### config.mk
export PLATFORM = sky130hd
export DESIGN_NAME = linear_table_gen
export DESIGN_NICKNAME = d
export VERILOG_FILES = /design/src/rtl/linear_table_gen_pkg.sv /design/src/rtl/linear_coe_calc.sv /design/src/rtl/linear_table_gen.sv
export SDC_FILE = /design/constraint.sdc
export NUM_CORES = 1
export LEC_CHECK = 0
export ABC_AREA = 1
export CORE_ASPECT_RATIO = 2
export CORE_UTILIZATION = 50
export DETAILED_ROUTE_END_ITERATION = 12
export GPL_ROUTABILITY_DRIVEN = 0
export PLACE_DENSITY = 0.74
export SLEW_MARGIN = 20
export SYNTH_ARGS = -nofsm -noshare
export SYNTH_HDL_FRONTEND = slang
export SYNTH_SLANG_ARGS = --single-unit
### constraint.sdc
create_clock -name clk -period 5.2 [get_ports clk]
set_input_delay 0.78 -clock clk [delete_from_list [all_inputs] [get_ports clk]]
set_output_delay 0.78 -clock clk [all_outputs]
set_load 0.02 [all_outputs]
### src/rtl/linear_table_gen_pkg.sv
// Shared scaler definitions for the linear coefficient table generator:
// unity-gain helper, index width derivation, FSM encoding and rounding helper.
package linear_table_gen_pkg;

  typedef enum logic [1:0] {
    S_IDLE = 2'd0,
    S_RUN  = 2'd1,
    S_FIN  = 2'd2
  } gen_state_t;

  function automatic int coe_full(input int coe_width);
    return 1 << (coe_width - 1);
  endfunction

  function automatic int idx_width(input int step);
    return $clog2(step / 2);
  endfunction

  // Round half-up division by 2^lg; lg is always >= 1 because N >= 2.
  function automatic logic [63:0] round_shift(input logic [63:0] acc, input int lg);
    return (acc + (64'd1 << (lg - 1))) >> lg;
  endfunction

endpackage

### src/rtl/linear_coe_calc.sv
// Registered rounding stage: turns acc = dx*FULL into the (coe0, coe1) pair
// with coe0 + coe1 = FULL. Loads on en, otherwise holds.
module linear_coe_calc
  import linear_table_gen_pkg::*;
#(
  parameter int COE_WIDTH = 10,
  parameter int IDX_W     = 11
) (
  input  logic                       clk,
  input  logic                       rst_n,
  input  logic                       en,
  input  logic [IDX_W+COE_WIDTH-1:0] acc,
  output logic [COE_WIDTH-1:0]       coe0,
  output logic [COE_WIDTH-1:0]       coe1
);

  localparam logic [COE_WIDTH-1:0] FULL = COE_WIDTH'(coe_full(COE_WIDTH));

  logic [COE_WIDTH-1:0] c1;

  assign c1 = COE_WIDTH'(round_shift(64'(acc), IDX_W));

  always_ff @(posedge clk or negedge rst_n) begin
    if (!rst_n) begin
      coe0 <= '0;
      coe1 <= '0;
    end else if (en) begin
      coe0 <= FULL - c1;
      coe1 <= c1;
    end
  end

endmodule

### src/rtl/linear_table_gen.sv
// Runtime generator for the linear interpolation coefficient table.
// Optional macro LINEAR_TABLE_GEN_CHECKSUM_EN adds a 32-bit sum of written coe1.
module linear_table_gen
  import linear_table_gen_pkg::*;
#(
  parameter int STEP      = 4096,
  parameter int COE_WIDTH = 10
) (
  input  logic                        clk,
  input  logic                        rst_n,
  input  logic                        start,
  output logic                        busy,
  output logic                        done,
  output logic                        wr_valid,
  input  logic                        wr_ready,
  output logic [idx_width(STEP)-1:0]  wr_addr,
  output logic [COE_WIDTH-1:0]        wr_coe0,
`ifdef LINEAR_TABLE_GEN_CHECKSUM_EN
  output logic [31:0]                 checksum,
`endif
  output logic [COE_WIDTH-1:0]        wr_coe1
);

  localparam int N     = STEP / 2;
  localparam int IDX_W = idx_width(STEP);
  localparam int ACC_W = IDX_W + COE_WIDTH;
  localparam logic [ACC_W-1:0] FULL_ACC = ACC_W'(coe_full(COE_WIDTH));
  localparam logic [IDX_W-1:0] LAST     = IDX_W'(N - 1);

  if (STEP < 4 || (STEP & (STEP - 1)) != 0) begin : g_bad_step
    $error("linear_table_gen: STEP must be a power of two and at least 4");
  end

  gen_state_t       state, next_state;
  logic [IDX_W-1:0] dx;
  logic [ACC_W-1:0] acc, acc_next;
  logic             load, adv, xfer;

  assign busy     = (state == S_RUN);
  assign wr_valid = (state == S_RUN);
  assign done     = (state == S_FIN);
  assign wr_addr  = dx;
  assign xfer     = wr_valid & wr_ready;

  always_comb begin
    next_state = state;
    load       = 1'b0;
    adv        = 1'b0;
    case (state)
      S_IDLE: if (start) begin
        next_state = S_RUN;
        load       = 1'b1;
      end
      S_RUN: if (xfer) begin
        if (dx == LAST) next_state = S_FIN;
        else            adv        = 1'b1;
      end
      S_FIN:   next_state = S_IDLE;
      default: next_state = S_IDLE;
    endcase
  end

  // The coefficient stage sees the next accumulator so its outputs land with dx.
  always_comb begin
    acc_next = acc;
    if (load)     acc_next = '0;
    else if (adv) acc_next = acc + FULL_ACC;
  end

  always_ff @(posedge clk or negedge rst_n) begin
    if (!rst_n) begin
      state <= S_IDLE;
      dx    <= '0;
      acc   <= '0;
    end else begin
      state <= next_state;
      acc   <= acc_next;
      if (load)     dx <= '0;
      else if (adv) dx <= dx + 1'b1;
    end
  end

  linear_coe_calc #(
    .COE_WIDTH (COE_WIDTH),
    .IDX_W     (IDX_W)
  ) u_calc (
    .clk   (clk),
    .rst_n (rst_n),
    .en    (load | adv),
    .acc   (acc_next),
    .coe0  (wr_coe0),
    .coe1  (wr_coe1)
  );

`ifdef LINEAR_TABLE_GEN_CHECKSUM_EN
  always_ff @(posedge clk or negedge rst_n) begin
    if (!rst_n)    checksum <= '0;
    else if (load) checksum <= '0;
    else if (xfer) checksum <= checksum + 32'(wr_coe1);
  end
`endif

endmodule

==> results of run 1 <==
-- routing by layer --
| metal | track usage, % | vias to the layer above | wire length, um |
|---|---|---|---|
| li1 | - | 1197 | - |
| met1 | 24.22 | 1104 | 2237 |
| met2 | 41.43 | 59 | 3285 |
| met3 | 3.896 | 19 | 182 |
| met4 | 15.23 | 0 | 257 |
| met5 | 0 | - | 0 |
-- worst max-delay path, cell delays in order --
cell and delay (ns):
clkdlybuf4s50_1 0.46, inv_1 0.08, nor2_4 0.19, nand2_4 0.15, nand2_1 0.10, nand3_2 0.11
nor2_4 0.25, nand2_4 0.11, nand2_2 0.10, ha_1 0.19, nand3_2 0.13, nor2_4 0.14
nand3_1 0.09, nand2_1 0.08, nand3_1 0.08, nand2_1 0.08
-- cell usage after synthesis (all sizes together) (5+ instances only) --
library cell	count	area [um^2]
buf	6	42.53
dfrtp	44	1101
inv	44	165.2
nand4	5	31.28
nor3	7	35.03
o21ai	22	113.9
nand2	118	488.0
a21oi	10	50.05
nor2	40	217.7
nand3	38	260.3
-- registers in the layout, summed over array words and instances, names as in the netlist --
| name | cells |
|---|---|
| u_calc.coe1 | 10 |
| state | 2 |
| u_calc.coe0 | 9 |
| wr_addr | 11 |
| acc | 12 |
-- kinds of logic (layout without fill, tap and decap cells) --
logic type	count (synthesis)	count (layout)	synth area share, %
adder cells (fa/ha/maj)	3	3	1.408
AO/OA/AOI/OAI	38	38	7.884
flip-flops	44	44	41.30
buffers and inverters	54	91	8.352
AND/OR/NAND/NOR	212	212	39.75
XOR/XNOR	4	4	1.314
-- through the flow --
| stage | utilization, % | cells | setup WS [ns] | hold slack, ns | cell area, um^2 |
|---|---|---|---|---|---|
| floorplan | - | 355 | 2.845 | 0.4844 | 2666 |
| global placement | 59.51 | 442 | 2.076 | 0.4674 | 3058 |
| detailed placement | 59.51 | 442 | 2.052 | 0.4666 | 3058 |
| CTS | 61.60 | 450 | 2.335 | 0.4979 | 3166 |
| global route | 61.65 | 450 | 2.142 | 0.5113 | 3168 |
| finish | 61.65 | 450 | 2.342 | 0.4677 | 3168 |
-- worst paths after layout --
check                                 end      startpoint  depth (start not counted)  slack, ns
max in group asynchronous  u_calc.coe1[4]           rst_n                          1       4.35
min in group clk           u_calc.coe0[3]  u_calc.coe0[3]                          2       0.49
setup reg to reg           u_calc.coe0[8]      wr_addr[1]                         16       2.57
hold / removal                     acc[9]           rst_n                          1       0.47
setup / recovery           u_calc.coe0[8]        wr_ready                         16       2.34
hold reg to reg            u_calc.coe0[3]  u_calc.coe0[3]                          2       0.49
-- area by class of cell --
type	count	area [um^2]
clock inverters	2	35.03
multi-input cells	257	1343
flip-flops and latches	44	1101
clock buffers	6	72.57
well taps	58	72.57
inverters	45	168.9
repair buffers	38	375.4
fillers	441	1971
-- report_power, final --
group | switching [mW] | internal, mW
combinational | 0.594 | 0.355
clock | 0.114 | 0.143
sequential | 0.0947 | 0.462
total | 0.803 | 0.960
==> impl_metrics.toml, run 1 <==
[status]
status = "finished, final reports clean"

[grt]
grt_util_all_layers_pct = 23.71
antenna_found_initial = 0
grt_pass1_wl_um = 9729
grt_max_degree = 45
grt_pass1_vias = 2272
globalRouteOverflowTotal = 0

[clock_tree]
hold_buffers = 0
clockRootBuffer = "clkbuf_8"
insertion_delay_ns = 0.30
post_cts_resize_count = 0
htree_levels = 2
path_clk_slew_ns = 0.08
cts_tree = "yes"
numCtsBuffers = 5
postCtsSetupBuffers = 0
cts_buffer_depth = 2
cts_num_sinks = 44

[pwr]
irDropWorstVdd_uv = 421.9
leakagePower_nw = 1.554
powerDensity_nw_per_um2 = 556.4
power_mw = 1.763

[critical_path]
critPathArrivalTime_ns = 3.10
crit_fanout = 17
end_kind = "flip-flop"
start_kind = "primary input"
path_class = "primary input to flip-flop"
required_ns = 5.45

[logic_synthesis]
synth_warnings = 0
ys_types = 37
syn_area_per_cell_um2 = 7.511
syn_area_um2 = 2666
synthCells = 355
syn_nets = 362
synth_edf_count = 0
ys.flop_type = "dfrtp_1"
yosysSeqAreaShare_pct = 41.30
ys_ff_latch = 44
async_flop_share_pct = 100.0

[sta]
tns_ns = 0
setup_viol = 0
finalHoldViolCount = 0
rsz0062_at_grt = "false"
worst_slew_pin_slew_ns = 0.5584
slew_violations = 0
fmax_ghz = 0.3498
finalCriticalPeriod_ns = 2.858
finalClockSkew_ns = 0.009721
period_share_pct = 54.97
relSlewSlack_pct = 62.77

[layout]
mostFrequentLayoutCell = "nand2_1"
syn_to_final_growth_pct = 18.82
insertedDiodeCount = 0
nets = 398
final_cell_mix = "nand2_1 (106), dfrtp_1 (44), inv_1 (39), clkdlybuf4s50_1 (36), nand3_1 (27)"
drive_above_1_share_pct = 13.78

[hold_path]
min_path_type = "primary input to asynchronous set/reset pin"

[routing]
vias = 2379
drcViolationCount = 0
drt_iter0_drc = 78
antenna_left = 0
drtPass1Iterations = 4
routed_via_density = 5.287
postRouteWirelength_um = 5964
wl_per_cell_um = 13.25

[placement]
io_buffers = 37
dp_hpwl_um = 4372

[die]
pin_count = 38
die-width_um = 53.64
die_area_um2 = 5646
start_util_pct = 51.89
core-area_um2 = 5139
fp-row-count = 37
dieHeight_um = 105.3

[job]
drv_cap = 0
(Power assumes the default switching activity.)
==> run 2, diff against run 1 <==
==> constraint.sdc (replaced) <==
create_clock -name clk -period 2.73 [get_ports clk]
set_input_delay 0.4095 -clock clk [delete_from_list [all_inputs] [get_ports clk]]
set_output_delay 0.4095 -clock clk [all_outputs]
set_load 0.02 [all_outputs]
==> run 2 against run 1 <==
Against the previous run: sequential share of layout area is 0.94 points lower; sequential cell count did not move; final area up 2.9%; first-iteration DRC count shrank 41%; die area unchanged; sequential power grew 90%; largest cell class unchanged; clock-buffer cell count unchanged; clock power rose by 95%; global-route usage increased by 0.57 points.
==> impl_metrics.toml, run 2 (same netlist as run 1, synthesis figures left out) <==
[sta]
finalCriticalPeriod_ns = 2.347
tns_ns = 0
setup_viol = 0
finalClockSkew_ns = 0.005944
worst_slew_pin_slew_ns = 0.5688
rsz0062_at_grt = "false"
finalHoldViolCount = 0
slew_violations = 0
fin_hold_ws_ns = 0.08834
relSlewSlack_pct = 62.08
period_share_pct = 85.98
fin_ws_ns = 0.3827
fmax_ghz = 0.4260

[clock_tree]
path_clk_slew_ns = 0.09
cts_num_sinks = 44
insertion_delay_ns = 0.30
cts_buffer_depth = 2
numCtsBuffers = 5
clockRootBuffer = "clkbuf_8"
cts_tree = "yes"
htree_levels = 2

[grt]
antenna_found_initial = 0
grt_util_all_layers_pct = 24.29
grt_max_degree = 45
globalRouteOverflowTotal = 0
grt_pass1_vias = 2328
grt_pass1_wl_um = 10120

[critical_path]
rr_startpoint = "wr_addr[0]"
critPathLaunch = "wr_addr[0]"
worstReg2RegEnd = "u_calc.coe0[9]"
crit_fanout = 11
setup.worst_path.end = "u_calc.coe0[9]"
required_ns = 2.92
reg2regPathDepth = 18
start_kind = "flip-flop"
critPathArrivalTime_ns = 2.54
path_class = "flip-flop to flip-flop"
end_kind = "flip-flop"
ff2ff_setup_slack_ns = 0.38

[routing]
met1_length_um = 2238
drtPass1Iterations = 4
wl_met3_um = 127
postRouteWirelength_um = 5841
drcViolationCount = 0
drt_iter0_drc = 46
dr.max_layer_used = "met4"
vias = 2361
routed_via_density = 5.110
met2_length_um = 3311
antenna_left = 0
wl_per_cell_um = 12.64

[layout]
final_area_um2 = 3259
multiInputGateArea_um2 = 1343
top_register = "acc"
nFillCells = 449
final_cells = 462
drive_above_1_share_pct = 16.58
largest_register_ffs = 12
syn_to_final_growth_pct = 22.24
final_cell_mix = "nand2_1 (106), dfrtp_1 (43), inv_1 (39), clkdlybuf4s50_1 (36), nand3_1 (27)"
fin_util_pct = 63.43
insertedDiodeCount = 0
mostFrequentLayoutCell = "nand2_1"
nets = 410
ff_latch_area_um2 = 1102

[die]
dieHeight_um = 105.3
fp-row-count = 37
core-area_um2 = 5139
pin_count = 38
die-width_um = 53.64
die_area_um2 = 5646
start_util_pct = 51.89

[job]
drv_cap = 0

[pwr]
leakagePower_nw = 1.611
power_mw = 3.439
powerDensity_nw_per_um2 = 1055
irDropWorstVdd_uv = 859.8

[status]
status = "finished, final reports clean"

[placement]
dp_slack_ns = 0.1078
dp.cells = 454
dp_hpwl_um = 4439
placed_area_um2 = 3148
io_buffers = 37

[hold_path]
min_path_type = "primary input to asynchronous set/reset pin"
==> run 2: critical path, cell delays in order, from the launching register on <==
cell and delay [ns]:
dfrtp_1 0.37, ha_1 0.15, inv_1 0.06, nor2_2 0.14, nand3_4 0.13, nand2_4 0.15
inv_2 0.08, nand2_1 0.06, nand3_1 0.17, nor2_1 0.17, nand2_2 0.08, nor2_2 0.14
nand2_1 0.07, nand2_1 0.07, nand2_2 0.07, nor2_2 0.13, nand3_1 0.08, nand2_1 0.06
nor2_1 0.04
==> run 2: layout make-up <==
cell class / count / share of cell area, %
Sequential cell: 44 / 33.82
Clock inverter: 2 / 1.075
Timing Repair Buffer: 50 / 14.28
Multi-Input combinational cell: 257 / 41.19
Clock buffer: 6 / 2.226
Tap cell: 58 / 2.226
Inverter: 45 / 5.182
==> run 2: layer usage <==
layer,track usage [%],vias up
li1,-,1221
met1,25.54,1089
met2,44.11,38
met3,3.030,13
met4,11.84,0
met5,0,-
==> run 2: where the power goes <==
group / internal, mW / leakage, nW / total, mW / switching, mW
clock network: 0.272 / 0.0552 / 0.500 / 0.228
registers: 0.881 / 0.538 / 1.06 / 0.179
logic: 0.740 / 1.02 / 1.88 / 1.14
total: 1.89 / 1.61 / 3.44 / 1.55
==> run 2: how the worst min path moves through the flow <==
stage | from | endpoint | cells past startpoint
CTS | rst_n | acc[10] | 1
floorplan | rst_n | acc[10] | 0
global route | rst_n | acc[11] | 1
detailed placement | u_calc.coe0[8] | u_calc.coe0[8] | 2
global placement | u_calc.coe0[3] | u_calc.coe0[3] | 2
finish | rst_n | acc[10] | 1
==> run 2: repair_timing <==
action	4_1_cts	5_1_grt
hold buffers	0	0
setup endpoints to repair	0	1
setup buffers	0	0
gates resized for setup	0	1
hold endpoints to repair	0	0
==> run 3, diff against run 2 <==
--- a/config.mk
+++ b/config.mk
@@ -8,6 +8,7 @@
 export ABC_AREA = 1
 export CORE_ASPECT_RATIO = 2
 export CORE_UTILIZATION = 50
+export CTS_CLUSTER_SIZE = 25
 export DETAILED_ROUTE_END_ITERATION = 12
 export GPL_ROUTABILITY_DRIVEN = 0
 export PLACE_DENSITY = 0.74
==> results of run 3 <==
The final DEF is identical to that of run 2; final timing and power are the same.
